`src/rtl/sdram_arb_pkg.sv`:
```
// rtl/sdram_arb_pkg.sv - shared FSM encoding and burst geometry check for sdram_burst_arbiter
package sdram_arb_pkg;

  typedef enum logic [2:0] {
    ARB_IDLE    = 3'd0,
    ARB_WR_REQ  = 3'd1,
    ARB_WR_BUSY = 3'd2,
    ARB_RD_REQ  = 3'd3,
    ARB_RD_BUSY = 3'd4
  } arb_state_e;

  function automatic bit burst_len_ok(input longint unsigned burst_len,
                                      input longint unsigned mem_words);
    return (burst_len != 0) && ((burst_len & (burst_len - 1)) == 0) &&
           ((mem_words % burst_len) == 0);
  endfunction

endpackage

```
`src/rtl/sdram_burst_arbiter_if.sv`:
```
// rtl/sdram_burst_arbiter_if.sv - burst trigger/ack/done handshake between arbiter and SDRAM controller
interface sdram_burst_arbiter_if #(
  parameter int ADDR_W = 22
);
  logic              wr_trig;
  logic              wr_ack;
  logic              wr_done;
  logic              rd_trig;
  logic              rd_ack;
  logic              rd_done;
  logic [ADDR_W-1:0] burst_addr;

  modport master (
    output wr_trig, rd_trig, burst_addr,
    input  wr_ack, wr_done, rd_ack, rd_done
  );

  modport slave (
    input  wr_trig, rd_trig, burst_addr,
    output wr_ack, wr_done, rd_ack, rd_done
  );
endinterface

```
`src/rtl/sdram_burst_arbiter_burst_ptr.sv`:
```
// rtl/sdram_burst_arbiter_burst_ptr.sv - ring-buffer burst pointer, advances by BURST_LEN and wraps at MEM_WORDS
module burst_ptr #(
  parameter int ADDR_W    = 22,
  parameter int BURST_LEN = 256,
  parameter int MEM_WORDS = 4194304
) (
  input  logic              clk_i,
  input  logic              rst_n_i,
  input  logic              adv_i,
  output logic [ADDR_W-1:0] ptr_o
);
  localparam logic [ADDR_W:0] STEP = (ADDR_W + 1)'(BURST_LEN);
  localparam logic [ADDR_W:0] WRAP = (ADDR_W + 1)'(MEM_WORDS);

  logic [ADDR_W-1:0] ptr_q, ptr_d;
  logic [ADDR_W:0]   sum;

  // One extra bit so MEM_WORDS == 2**ADDR_W still compares correctly.
  always_comb begin
    sum   = {1'b0, ptr_q} + STEP;
    ptr_d = ptr_q;
    if (adv_i) ptr_d = (sum == WRAP) ? '0 : sum[ADDR_W-1:0];
  end

  always_ff @(posedge clk_i or negedge rst_n_i) begin
    if (!rst_n_i) ptr_q <= '0;
    else          ptr_q <= ptr_d;
  end

  assign ptr_o = ptr_q;
endmodule

```
`src/rtl/sdram_burst_arbiter.sv`:
```
// rtl/sdram_burst_arbiter.sv - SDRAM burst scheduler between write/read FIFOs and the controller
// Optional ARB_RR_EN: round-robin IDLE arbitration instead of fixed write priority.
module sdram_burst_arbiter
  import sdram_arb_pkg::*;
#(
  parameter int CNT_W        = 9,
  parameter int FIFO_DEPTH   = 512,
  parameter int BURST_LEN    = 256,
  parameter int ADDR_W       = 22,
  parameter int MEM_WORDS    = 4194304,
  parameter int RD_READY_LVL = 243
) (
  input  logic                 wfifo_rclk,
  input  logic                 s_rst_n,
  input  logic [CNT_W-1:0]     wfifo_rside_usedw,
  input  logic [CNT_W-1:0]     rfifo_wside_usedw,
  sdram_burst_arbiter_if.master ctrl,
  output logic [ADDR_W:0]      sdram_level,
  output logic                 rfifo_rd_ready
);
  localparam int LW = ADDR_W + 1;
  localparam logic [ADDR_W:0] BL      = LW'(BURST_LEN);
  localparam logic [ADDR_W:0] WR_ROOM = LW'(MEM_WORDS - BURST_LEN);
  localparam logic [ADDR_W:0] RD_ROOM = LW'(FIFO_DEPTH - BURST_LEN);
  localparam logic [ADDR_W:0] RDY_LVL = LW'(RD_READY_LVL);

  localparam logic [2:0] ST_IDLE    = ARB_IDLE;
  localparam logic [2:0] ST_WR_REQ  = ARB_WR_REQ;
  localparam logic [2:0] ST_WR_BUSY = ARB_WR_BUSY;
  localparam logic [2:0] ST_RD_REQ  = ARB_RD_REQ;
  localparam logic [2:0] ST_RD_BUSY = ARB_RD_BUSY;

  if (!burst_len_ok(BURST_LEN, MEM_WORDS)) begin : g_bad_geometry
    $error("BURST_LEN must be a power of two that divides MEM_WORDS");
  end

  logic [2:0]        state_q, state_d;
  logic [ADDR_W-1:0] addr_q, addr_d;
  logic [ADDR_W:0]   lvl_q, lvl_d;
  logic              wr_trig_q, rd_trig_q;
  logic              rd_seen_q, rd_seen_d;
  logic              rdy_q, rdy_d;
  logic              last_wr_q, last_wr_d;
  logic              wr_pend, rd_pend, wr_win, wr_fin, rd_fin;
  logic [ADDR_W-1:0] wr_ptr, rd_ptr;

  burst_ptr #(.ADDR_W(ADDR_W), .BURST_LEN(BURST_LEN), .MEM_WORDS(MEM_WORDS)) u_wr_ptr (
    .clk_i(wfifo_rclk), .rst_n_i(s_rst_n), .adv_i(wr_fin), .ptr_o(wr_ptr)
  );

  burst_ptr #(.ADDR_W(ADDR_W), .BURST_LEN(BURST_LEN), .MEM_WORDS(MEM_WORDS)) u_rd_ptr (
    .clk_i(wfifo_rclk), .rst_n_i(s_rst_n), .adv_i(rd_fin), .ptr_o(rd_ptr)
  );

  always_comb begin
    wr_pend = (LW'(wfifo_rside_usedw) >= BL) && (lvl_q <= WR_ROOM);
    rd_pend = (lvl_q >= BL) && (LW'(rfifo_wside_usedw) <= RD_ROOM);
`ifdef ARB_RR_EN
    wr_win  = wr_pend && (!rd_pend || !last_wr_q);
`else
    wr_win  = wr_pend;
`endif
    // Same-cycle ack+done in REQ counts as a finished burst.
    wr_fin  = ctrl.wr_done && (((state_q == ST_WR_REQ) && ctrl.wr_ack) || (state_q == ST_WR_BUSY));
    rd_fin  = ctrl.rd_done && (((state_q == ST_RD_REQ) && ctrl.rd_ack) || (state_q == ST_RD_BUSY));
  end

  always_comb begin
    state_d   = state_q;
    addr_d    = addr_q;
    lvl_d     = lvl_q;
    rd_seen_d = rd_seen_q;
    last_wr_d = last_wr_q;
    case (state_q)
      ST_IDLE: begin
        if (wr_win) begin
          state_d   = ST_WR_REQ;
          addr_d    = wr_ptr;
          last_wr_d = 1'b1;
        end else if (rd_pend) begin
          state_d   = ST_RD_REQ;
          addr_d    = rd_ptr;
          last_wr_d = 1'b0;
        end
      end
      ST_WR_REQ:  if (ctrl.wr_ack) state_d = ST_WR_BUSY;
      ST_RD_REQ:  if (ctrl.rd_ack) state_d = ST_RD_BUSY;
      ST_WR_BUSY, ST_RD_BUSY: ;
      default:    state_d = ST_IDLE;
    endcase
    if (wr_fin) begin
      state_d = ST_IDLE;
      lvl_d   = lvl_q + BL;
    end
    if (rd_fin) begin
      state_d   = ST_IDLE;
      lvl_d     = lvl_q - BL;
      rd_seen_d = 1'b1;
    end
    rdy_d = rdy_q || (rd_seen_q && (LW'(rfifo_wside_usedw) >= RDY_LVL));
  end

  always_ff @(posedge wfifo_rclk or negedge s_rst_n) begin
    if (!s_rst_n) begin
      state_q   <= ST_IDLE;
      addr_q    <= '0;
      lvl_q     <= '0;
      wr_trig_q <= 1'b0;
      rd_trig_q <= 1'b0;
      rd_seen_q <= 1'b0;
      rdy_q     <= 1'b0;
      last_wr_q <= 1'b0;
    end else begin
      state_q   <= state_d;
      addr_q    <= addr_d;
      lvl_q     <= lvl_d;
      wr_trig_q <= (state_d == ST_WR_REQ);
      rd_trig_q <= (state_d == ST_RD_REQ);
      rd_seen_q <= rd_seen_d;
      rdy_q     <= rdy_d;
      last_wr_q <= last_wr_d;
    end
  end

  assign ctrl.wr_trig    = wr_trig_q;
  assign ctrl.rd_trig    = rd_trig_q;
  assign ctrl.burst_addr = addr_q;
  assign sdram_level     = lvl_q;
  assign rfifo_rd_ready  = rdy_q;
endmodule

```
`src/flat_wrapper.sv`:
```
// flat-port wrapper written by rule: the top's interface ports become plain ports
module sdram_burst_arbiter_flat import sdram_arb_pkg::*;
#(
  parameter int CNT_W        = 9,
  parameter int FIFO_DEPTH   = 512,
  parameter int BURST_LEN    = 256,
  parameter int ADDR_W       = 22,
  parameter int MEM_WORDS    = 4194304,
  parameter int RD_READY_LVL = 243
)
  (wfifo_rclk, s_rst_n, wfifo_rside_usedw, rfifo_wside_usedw, sdram_level, rfifo_rd_ready, ctrl_wr_trig, ctrl_rd_trig, ctrl_burst_addr, ctrl_wr_ack, ctrl_wr_done, ctrl_rd_ack, ctrl_rd_done);
  sdram_burst_arbiter_if #(.ADDR_W(ADDR_W)) ctrl_i ();
  input  logic wfifo_rclk;
  input  logic s_rst_n;
  input  logic [CNT_W-1:0] wfifo_rside_usedw;
  input  logic [CNT_W-1:0] rfifo_wside_usedw;
  output logic [ADDR_W:0] sdram_level;
  output logic rfifo_rd_ready;
  output wire logic [$bits(ctrl_i.wr_trig)-1:0] ctrl_wr_trig;
  output wire logic [$bits(ctrl_i.rd_trig)-1:0] ctrl_rd_trig;
  output wire logic [$bits(ctrl_i.burst_addr)-1:0] ctrl_burst_addr;
  input wire logic [$bits(ctrl_i.wr_ack)-1:0] ctrl_wr_ack;
  input wire logic [$bits(ctrl_i.wr_done)-1:0] ctrl_wr_done;
  input wire logic [$bits(ctrl_i.rd_ack)-1:0] ctrl_rd_ack;
  input wire logic [$bits(ctrl_i.rd_done)-1:0] ctrl_rd_done;
  assign ctrl_wr_trig = ctrl_i.wr_trig;
  assign ctrl_rd_trig = ctrl_i.rd_trig;
  assign ctrl_burst_addr = ctrl_i.burst_addr;
  assign ctrl_i.wr_ack = ctrl_wr_ack;
  assign ctrl_i.wr_done = ctrl_wr_done;
  assign ctrl_i.rd_ack = ctrl_rd_ack;
  assign ctrl_i.rd_done = ctrl_rd_done;
  sdram_burst_arbiter #(.CNT_W(CNT_W), .FIFO_DEPTH(FIFO_DEPTH), .BURST_LEN(BURST_LEN), .ADDR_W(ADDR_W), .MEM_WORDS(MEM_WORDS), .RD_READY_LVL(RD_READY_LVL)) u_core (.wfifo_rclk(wfifo_rclk), .s_rst_n(s_rst_n), .wfifo_rside_usedw(wfifo_rside_usedw), .rfifo_wside_usedw(rfifo_wside_usedw), .ctrl(ctrl_i), .sdram_level(sdram_level), .rfifo_rd_ready(rfifo_rd_ready));
endmodule
```
`config.mk`:
```
export PLATFORM = sky130hd
export DESIGN_NAME = sdram_burst_arbiter_flat
export DESIGN_NICKNAME = d
export VERILOG_FILES = /design/src/rtl/sdram_arb_pkg.sv /design/src/rtl/sdram_burst_arbiter_if.sv /design/src/rtl/sdram_burst_arbiter_burst_ptr.sv /design/src/rtl/sdram_burst_arbiter.sv /design/src/flat_wrapper.sv
export SDC_FILE = /design/constraint.sdc
export NUM_CORES = 1
export LEC_CHECK = 0
export CAP_MARGIN = 25
export CORE_ASPECT_RATIO = 1.4
export CORE_MARGIN = 8
export CORE_UTILIZATION = 46
export CTS_CLUSTER_SIZE = 20
export DETAILED_ROUTE_END_ITERATION = 10
export PLACE_DENSITY = 0.73
export SLEW_MARGIN = 20
export SYNTH_ARGS = -nofsm -noshare
export SYNTH_HDL_FRONTEND = slang
export SYNTH_SLANG_ARGS = --single-unit
```
`constraint.sdc`:
```
create_clock -name wfifo_rclk -period 2.1 [get_ports wfifo_rclk]
set_input_delay 0.315 -clock wfifo_rclk [delete_from_list [all_inputs] [get_ports wfifo_rclk]]
set_output_delay 0.315 -clock wfifo_rclk [all_outputs]
set_load 0.01 [all_outputs]
```
==> metrics.txt, run 1 <==
DP HPWL=a little over 6 mm; CTS Sinks=64; Antenna Cells=0; Worst Setup End Kind=register; reg2reg end=u_core.ctrl.burst_addr[14]; post-route setup TNS=0 ns; largest net degree at the start of global routing=40; power consumption=5.669 mW; Post-Layout Cell Count=524; Final Hold Fails=20; number of port buffers=between 40 and 50; max-cap violations=0; Slew Viols, Final=0; setup violators final=0; Min Hold Slack=-0.01046 ns; Die X=89.45 um; worst min path class=primary input to asynchronous set/reset pin; area share of the largest cell type after synthesis=~46%; failing checks=hold timing; Final GP Congestion=0.8347; Primary FF master, synth=dfrtp_1; CP top delay family=simple AND/OR/NAND/NOR gates; Root Buffer=clkbuf_8; drc violations=0; maximum fanout along the worst path=16; Clock transition at path regs=0.07 ns; nets@finish=453; synth unique cells=56; crit path kind=register to register; Clock Skews=~0.0065 ns; post-synth top area cell=dfrtp_1; cell breakdown of the critical path=or4_4 > nor4_4 > a311oi_2 > nor2b_4 > buf_12 > a221oi_1; fmax=a little under 500 MHz; commonest cells in the netlist=dfrtp_1, inv_1, xnor2_1; first-pass GRT wire length=14.25 mm; ranking of synthesized cells by area=dfrtp_1, xnor2_1, a221oi_2; antenna violations before repair=0; Worst slew margin=roughly three fifths; drt pass-1 iters=4; clk buf depth=2; Mapped Avg Cell Area=10.07 sq um; Seq/Total Area, Yosys=46.09%; Crit path buffers/inverters=1; final critical-path share of the clock period=96.60%; die footprint=0.01063 sq mm; FP Rows=37; Final min period=just over 2 ns; Pwr Density=between 1000 and 1500 mW/mm^2; GRT Overall Usage=17.11%; FF+latch count, synth=64; total grt overflow=0; WP data required=about 2.3 ns; Post-Place Cells=507; max incr delay on CP=0.56 ns; VDD IR max=just under 0.8 mV; Final Cell Area=0.004454 sq mm; post-placement cell area=0.004197 sq mm; Die Y-Extent=118.8 um; Slowest cell on crit path=or4_4; unrepaired setup endpoints after global routing=yes; routed vias/inst=5.338; Post-Synthesis Cells=~350; drt initial violations=130; r2r setup slk=0.07 ns; Worst-Skew Late Latency=0.34 ns; Synth Cell Area=roughly 0.0035 sq mm; H-Tree Level Count=3; top-count cell post-synth=dfrtp_1; Worst-Margin Slew=0.6299 ns; Arr. time, crit path=around 2.3 ns; Routed WL per cell=15.90 um; CORE AREA=roughly 0.0074 sq mm; Leakage Power=1.925 nW; Starting Density=47.20%; critical path startpoint category=register; vias in the first global route=2998; drt total wl=about 8.3 mm; R2R depth=6; CTS tree=yes; post-route ant nets=0; status=complete, but fails checks; # IOs=72; async set-or-reset flop fraction in the synthesized netlist=100.0%; via count=2797; RR Startpoint=u_core.sdram_level[10]; Area growth, synth to finish=28.20%; CTS buffer count=9; EDFF count, synth=0; Yosys warnings=0; layout cells sized above 1=roughly 18%
[cell families after synthesis]
group                      share of synthesized area (%)
other                                             0.1079
buffers and inverters                              8.786
AOI/OAI and AO/OA                                  12.50
and+or+nand+nor                                    19.63
xor gates and xnor gates                           10.08
DFF                                                46.09
muxes                                             0.2881
adders and majority gates                          2.521
[what timing repair did]
| action | 4_1_cts | 5_1_grt |
|---|---|---|
| buffers inserted | 0 | 2 |
| hold buffers | 0 | 0 |
| endpoints found under the setup margin | 16 | 17 |
| gates resized for setup | 2 | 9 |
| hold endpoints to repair | 0 | 0 |
[state kept, by name (all words and copies together) (netlist names)]
register / count
u_core.state_q: 3
u_core.rfifo_rd_ready: 1
u_core.ctrl.wr_trig: 1
u_core.ctrl.rd_trig: 1
u_core.rd_seen_q: 1
u_core.ctrl.burst_addr: 14
u_core.u_rd_ptr.ptr_o: 14
u_core.u_wr_ptr.ptr_o: 14
u_core.sdram_level: 15
[through the flow]
| step | setup WS, ns | util (%) | hold WS (ns) |
|---|---|---|---|
| after floorplan | -0.07083 | - | 0.01941 |
| after global placement | -0.06574 | 57.01 | 0.3657 |
| after detailed placement | -0.1329 | 57.01 | 0.3733 |
| after CTS | 0.01140 | 59.77 | 0.003464 |
| after global routing | -0.01432 | 60.51 | 0.02951 |
| final | 0.07130 | 60.51 | -0.01046 |
[cells in the final DEF (no fill, tap or decap), types with 6 or more instances in the layout]
master / netlist / routed
a221oi_2: 8 / 11
and3_1: 6 / 6
and4_1: 6 / 6
buf_4: 16 / 31
clkbuf_8: 0 / 9
clkdlybuf4s50_1: 0 / 46
conb_1: 1 / 16
dfrtp_1: 64 / 62
ha_1: 7 / 7
inv_1: 31 / 31
nand2_1: 22 / 22
nand3_1: 16 / 16
nand4_1: 6 / 6
nor2_1: 15 / 15
nor3_1: 20 / 16
o21ai_0: 7 / 7
xnor2_1: 29 / 29
xor2_1: 11 / 11
[power by group]
| group | internal (mW) | leakage [nW] | switching [mW] |
|---|---|---|---|
| registers | 1.62 | 0.751 | 0.405 |
| logic | 1.37 | 1.08 | 1.25 |
| clock network | 0.542 | 0.0920 | 0.484 |
[cell type report]
type                       instances  area [sq um]
sequential                        64          1604
clock buffer                      10         127.6
inverter                          31         116.4
tap                               97         121.4
timing repair buffer              80         738.2
clock inverter                     6         60.06
multi-input combinational        236          1687
fill                             607          2907
[how the worst max path moves through the flow]
stage	startpoint	end	cells after the start
global route	u_core.sdram_level[11]	u_core.ctrl.burst_addr[14]	6
global placement	ctrl_rd_ack	u_core.sdram_level[21]	7
detailed placement	rfifo_wside_usedw[1]	u_core.ctrl.burst_addr[15]	7
CTS	u_core.sdram_level[19]	u_core.ctrl.burst_addr[15]	6
floorplan	u_core.sdram_level[10]	u_core.ctrl.burst_addr[13]	7
finish	u_core.sdram_level[10]	u_core.ctrl.burst_addr[14]	6
[metal layers]
layer | vias to the layer above | global-route usage (%) | part of all wire (%) | wire length (um)
met3 | 16 | 4.680 | 4.3 | 357
met4 | 0 | 6.270 | 2.4 | 197
met2 | 62 | 29.12 | 52 | 4328
met5 | - | 0 | 0 | 0
met1 | 1377 | 19.68 | 41 | 3447
li1 | 1342 | - | - | -
No activity file was read; power rests on OpenSTA's default activity.
==> run 2: changes to the inputs <==
==> constraint.sdc (replaced) <==
create_clock -name wfifo_rclk -period 1.8 [get_ports wfifo_rclk]
set_input_delay 0.27 -clock wfifo_rclk [delete_from_list [all_inputs] [get_ports wfifo_rclk]]
set_output_delay 0.27 -clock wfifo_rclk [all_outputs]
set_load 0.01 [all_outputs]
==> run 2 against run 1 <==
The run ends with setup timing left. Setup slack got worse by 0.26 ns. Sequential power rose by 18%. Clock skew barely moved. Via count rose by 6.3%. Critical path depth did not move. Clock-buffer cell count did not move. Design area rose by 12%. Sequential cell count did not move. Critical endpoint is now u_core.ctrl.burst_addr[11]. Largest cell class unchanged.
==> metrics.txt, run 2 (synthesis results as in run 1) <==
status=complete, but fails checks (unchanged); failing checks=setup timing (was hold timing); nets@finish=476 (was 453); H-Tree Level Count=3 (unchanged); vias in the first global route=3153 (was 2998); Worst Setup End Kind=register (unchanged); max-cap violations=0 (unchanged); crit path kind=register to register (unchanged); FP Rows=37 (unchanged); Die X=89.45 um (unchanged); max incr delay on CP=0.56 ns (about the same); layout cells sized above 1=31.78% (was 18.03%); Crit path buffers/inverters=1 (unchanged); CTS buffer count=9 (unchanged); largest net degree at the start of global routing=50 (was 40); Clock Skews=0.006525 ns (was 0.006484 ns); WP data required=2.04 ns (was 2.34 ns); Root Buffer=clkbuf_8 (unchanged); Filler cells=537 (was 607); Arr. time, crit path=2.23 ns (was 2.27 ns); power consumption=7.619 mW (was 5.669 mW); Final GP Congestion=0.8879 (was 0.8347); area occupied by registers=0.001609 sq mm (was 0.001604 sq mm); final critical-path share of the clock period=110.6% (was 96.60%); Final Hold Fails=0 (was 20); via count=2973 (was 2797); switching power=3.013 mW (was 2.138 mW); # IOs=72 (unchanged); total grt overflow=0 (unchanged); Post-Layout Cell Count=547 (was 524); CTS tree=yes (unchanged); clock network power share=15.9% (was 18.1%); Power Internal=4.606 mW (was 3.531 mW); setup ws final=-0.1905 ns (was 0.07130 ns); Worst-Skew Late Latency=0.34 ns (about the same); drt pass-1 iters=5 (was 4); number of flip-flops in the largest register=15 (unchanged); critical path startpoint category=register (unchanged); Pwr Density=1524 mW/mm^2 (was 1273 mW/mm^2); number of port buffers=47 (unchanged); post-route setup TNS=-2.907 ns (was 0 ns); multi-input logic area=0.002036 sq mm (was 0.001687 sq mm); Sw Ratio=39.55% (was 37.72%); first-pass GRT wire length=15.48 mm (was 14.25 mm); sequential share of power=31.3% (was 35.8%); Antenna Cells=0 (unchanged); worst min path class=primary input to asynchronous set/reset pin (unchanged); drc violations=0 (unchanged); cell breakdown of the critical path=or4_4 > nor4_4 > buf_4 > a311oi_4 > nor2b_4 > a221oi_2 (was or4_4 > nor4_4 > a311oi_2 > nor2b_4 > buf_12 > a221oi_1); CTS Sinks=64 (unchanged); die footprint=0.01063 sq mm (unchanged); Routed WL per cell=17.99 um (was 15.90 um); most frequent cells in the layout=dfrtp_1, clkdlybuf4s50_1, buf_4 (was dfrtp_1, clkdlybuf4s50_1, inv_1, buf_4, xnor2_1); CORE AREA=0.007361 sq mm (unchanged); maximum fanout along the worst path=8 (was 16); fmax=502.4 MHz (was 492.9 MHz); CP top delay family=simple AND/OR/NAND/NOR gates (unchanged); Leakage Power=2.119 nW (was 1.925 nW); Slew Viols, Final=0 (unchanged); Die Y-Extent=118.8 um (unchanged); post-route ant nets=0 (unchanged); drt initial violations=129 (was 130); Area growth, synth to finish=43.86% (was 28.20%); VDD IR max=1.175 mV (was 0.7939 mV); Slowest cell on crit path=or4_4 (unchanged); DP HPWL=6.412 mm (was 6.201 mm); GRT Overall Usage=18.90% (was 17.11%); unrepaired setup endpoints after global routing=yes (unchanged); setup violators final=24 (was 0); most common cell after layout, fill and taps aside=dfrtp_1 (unchanged); Starting Density=47.20% (unchanged); clk buf depth=2 (unchanged); Post-Place Cells=522 (was 507); Clock transition at path regs=0.08 ns (was 0.07 ns); antenna violations before repair=0 (unchanged); drt total wl=9.838 mm (was 8.331 mm); Place WS=-0.5465 ns (was -0.1329 ns); Final min period=1.991 ns (was 2.029 ns); Logic pwr share=52.8% (was 46.1%); routed vias/inst=5.435 (was 5.338)
## run 2: cell types whose count changed in the layout (fill, tap and decap cells not counted), sizes merged
cell / delta
buf: +21
nor2b: +1
dlygate4sd3: +1
## run 2: final cells by class
| type | count | area share, % |
|---|---|---|
| flip-flops and latches | 64 | 32.19 |
| clock inverters | 6 | 1.202 |
| well taps | 97 | 2.428 |
| repair buffers | 102 | 18.57 |
| clock buffers | 10 | 2.553 |
| inverters | 31 | 2.328 |
| multi-input cells | 237 | 40.73 |
## run 2: worst reg2reg max path: cells and delay by family, from the launching register on
kind                   cells  cell delay [ns]
AOI/OAI and AO/OA          2             0.41
buffers and inverters      1             0.16
DFF                        1             0.38
and+or+nand+nor            3             0.94
## run 2: per-stage QoR
step	util, %	area [sq um]	hold slack [ns]
detailed placement	58.61	4314	0.2168
CTS	65.44	4817	0.4135
global route	67.91	4999	0.4338
floorplan	-	3548	-0.02559
finish	67.91	4999	0.4182
global placement	58.61	4314	0.2160
## run 2: per-layer routing
| metal | routed length [um] | part of all wire [%] | track usage, % |
|---|---|---|---|
| met1 | 3804 | 39 | 21.47 |
| met2 | 5293 | 54 | 32.47 |
| met3 | 419 | 4.3 | 4.198 |
| met4 | 321 | 3.3 | 8.359 |
| met5 | 0 | 0 | 0 |
## run 2: worst paths after layout
kind | from | to | slack (ns) | cells after the start
max | u_core.sdram_level[20] | u_core.ctrl.burst_addr[11] | -0.19 | 6
min reg2reg | u_core.rd_seen_q | u_core.rd_seen_q | 0.47 | 1
max reg2reg | u_core.sdram_level[20] | u_core.ctrl.burst_addr[11] | -0.19 | 6
min | s_rst_n | u_core.rfifo_rd_ready | 0.42 | 2
min in group wfifo_rclk | u_core.rd_seen_q | u_core.rd_seen_q | 0.47 | 1
max in group asynchronous | s_rst_n | u_core.state_q[2] | 0.76 | 3
## run 2: timing repair
item | CTS | global route
setup endpoints to repair | 32 | 36
pin swaps | 21 | 18
hold endpoints to repair | 15 | 0
resized for setup | 52 | 35
cloned | 2 | 0
hold buffers | 1 | 0
setup buffers | 2 | 4
## run 2: power groups by stage
stage | registers (mW) | clock network, mW | logic, mW
2_1_floorplan | 2.43 | 0 | 1.59
3_3_place_gp | 2.29 | 0 | 3.14
3_5_place_dp | 2.32 | 0 | 3.21
4_1_cts | 2.33 | 1.23 | 3.70
5_1_grt | 2.45 | 1.30 | 4.31
6_report | 2.39 | 1.21 | 4.02
==> run 3: changes to the inputs <==
--- a/config.mk
+++ b/config.mk
@@ -5,7 +5,6 @@
 export SDC_FILE = /design/constraint.sdc
 export NUM_CORES = 1
 export LEC_CHECK = 0
-export CAP_MARGIN = 25
 export CORE_ASPECT_RATIO = 1.4
 export CORE_MARGIN = 8
 export CORE_UTILIZATION = 46
==> results of run 3 <==
Same layout as run 2: the final DEF is identical, and so are final timing and power.
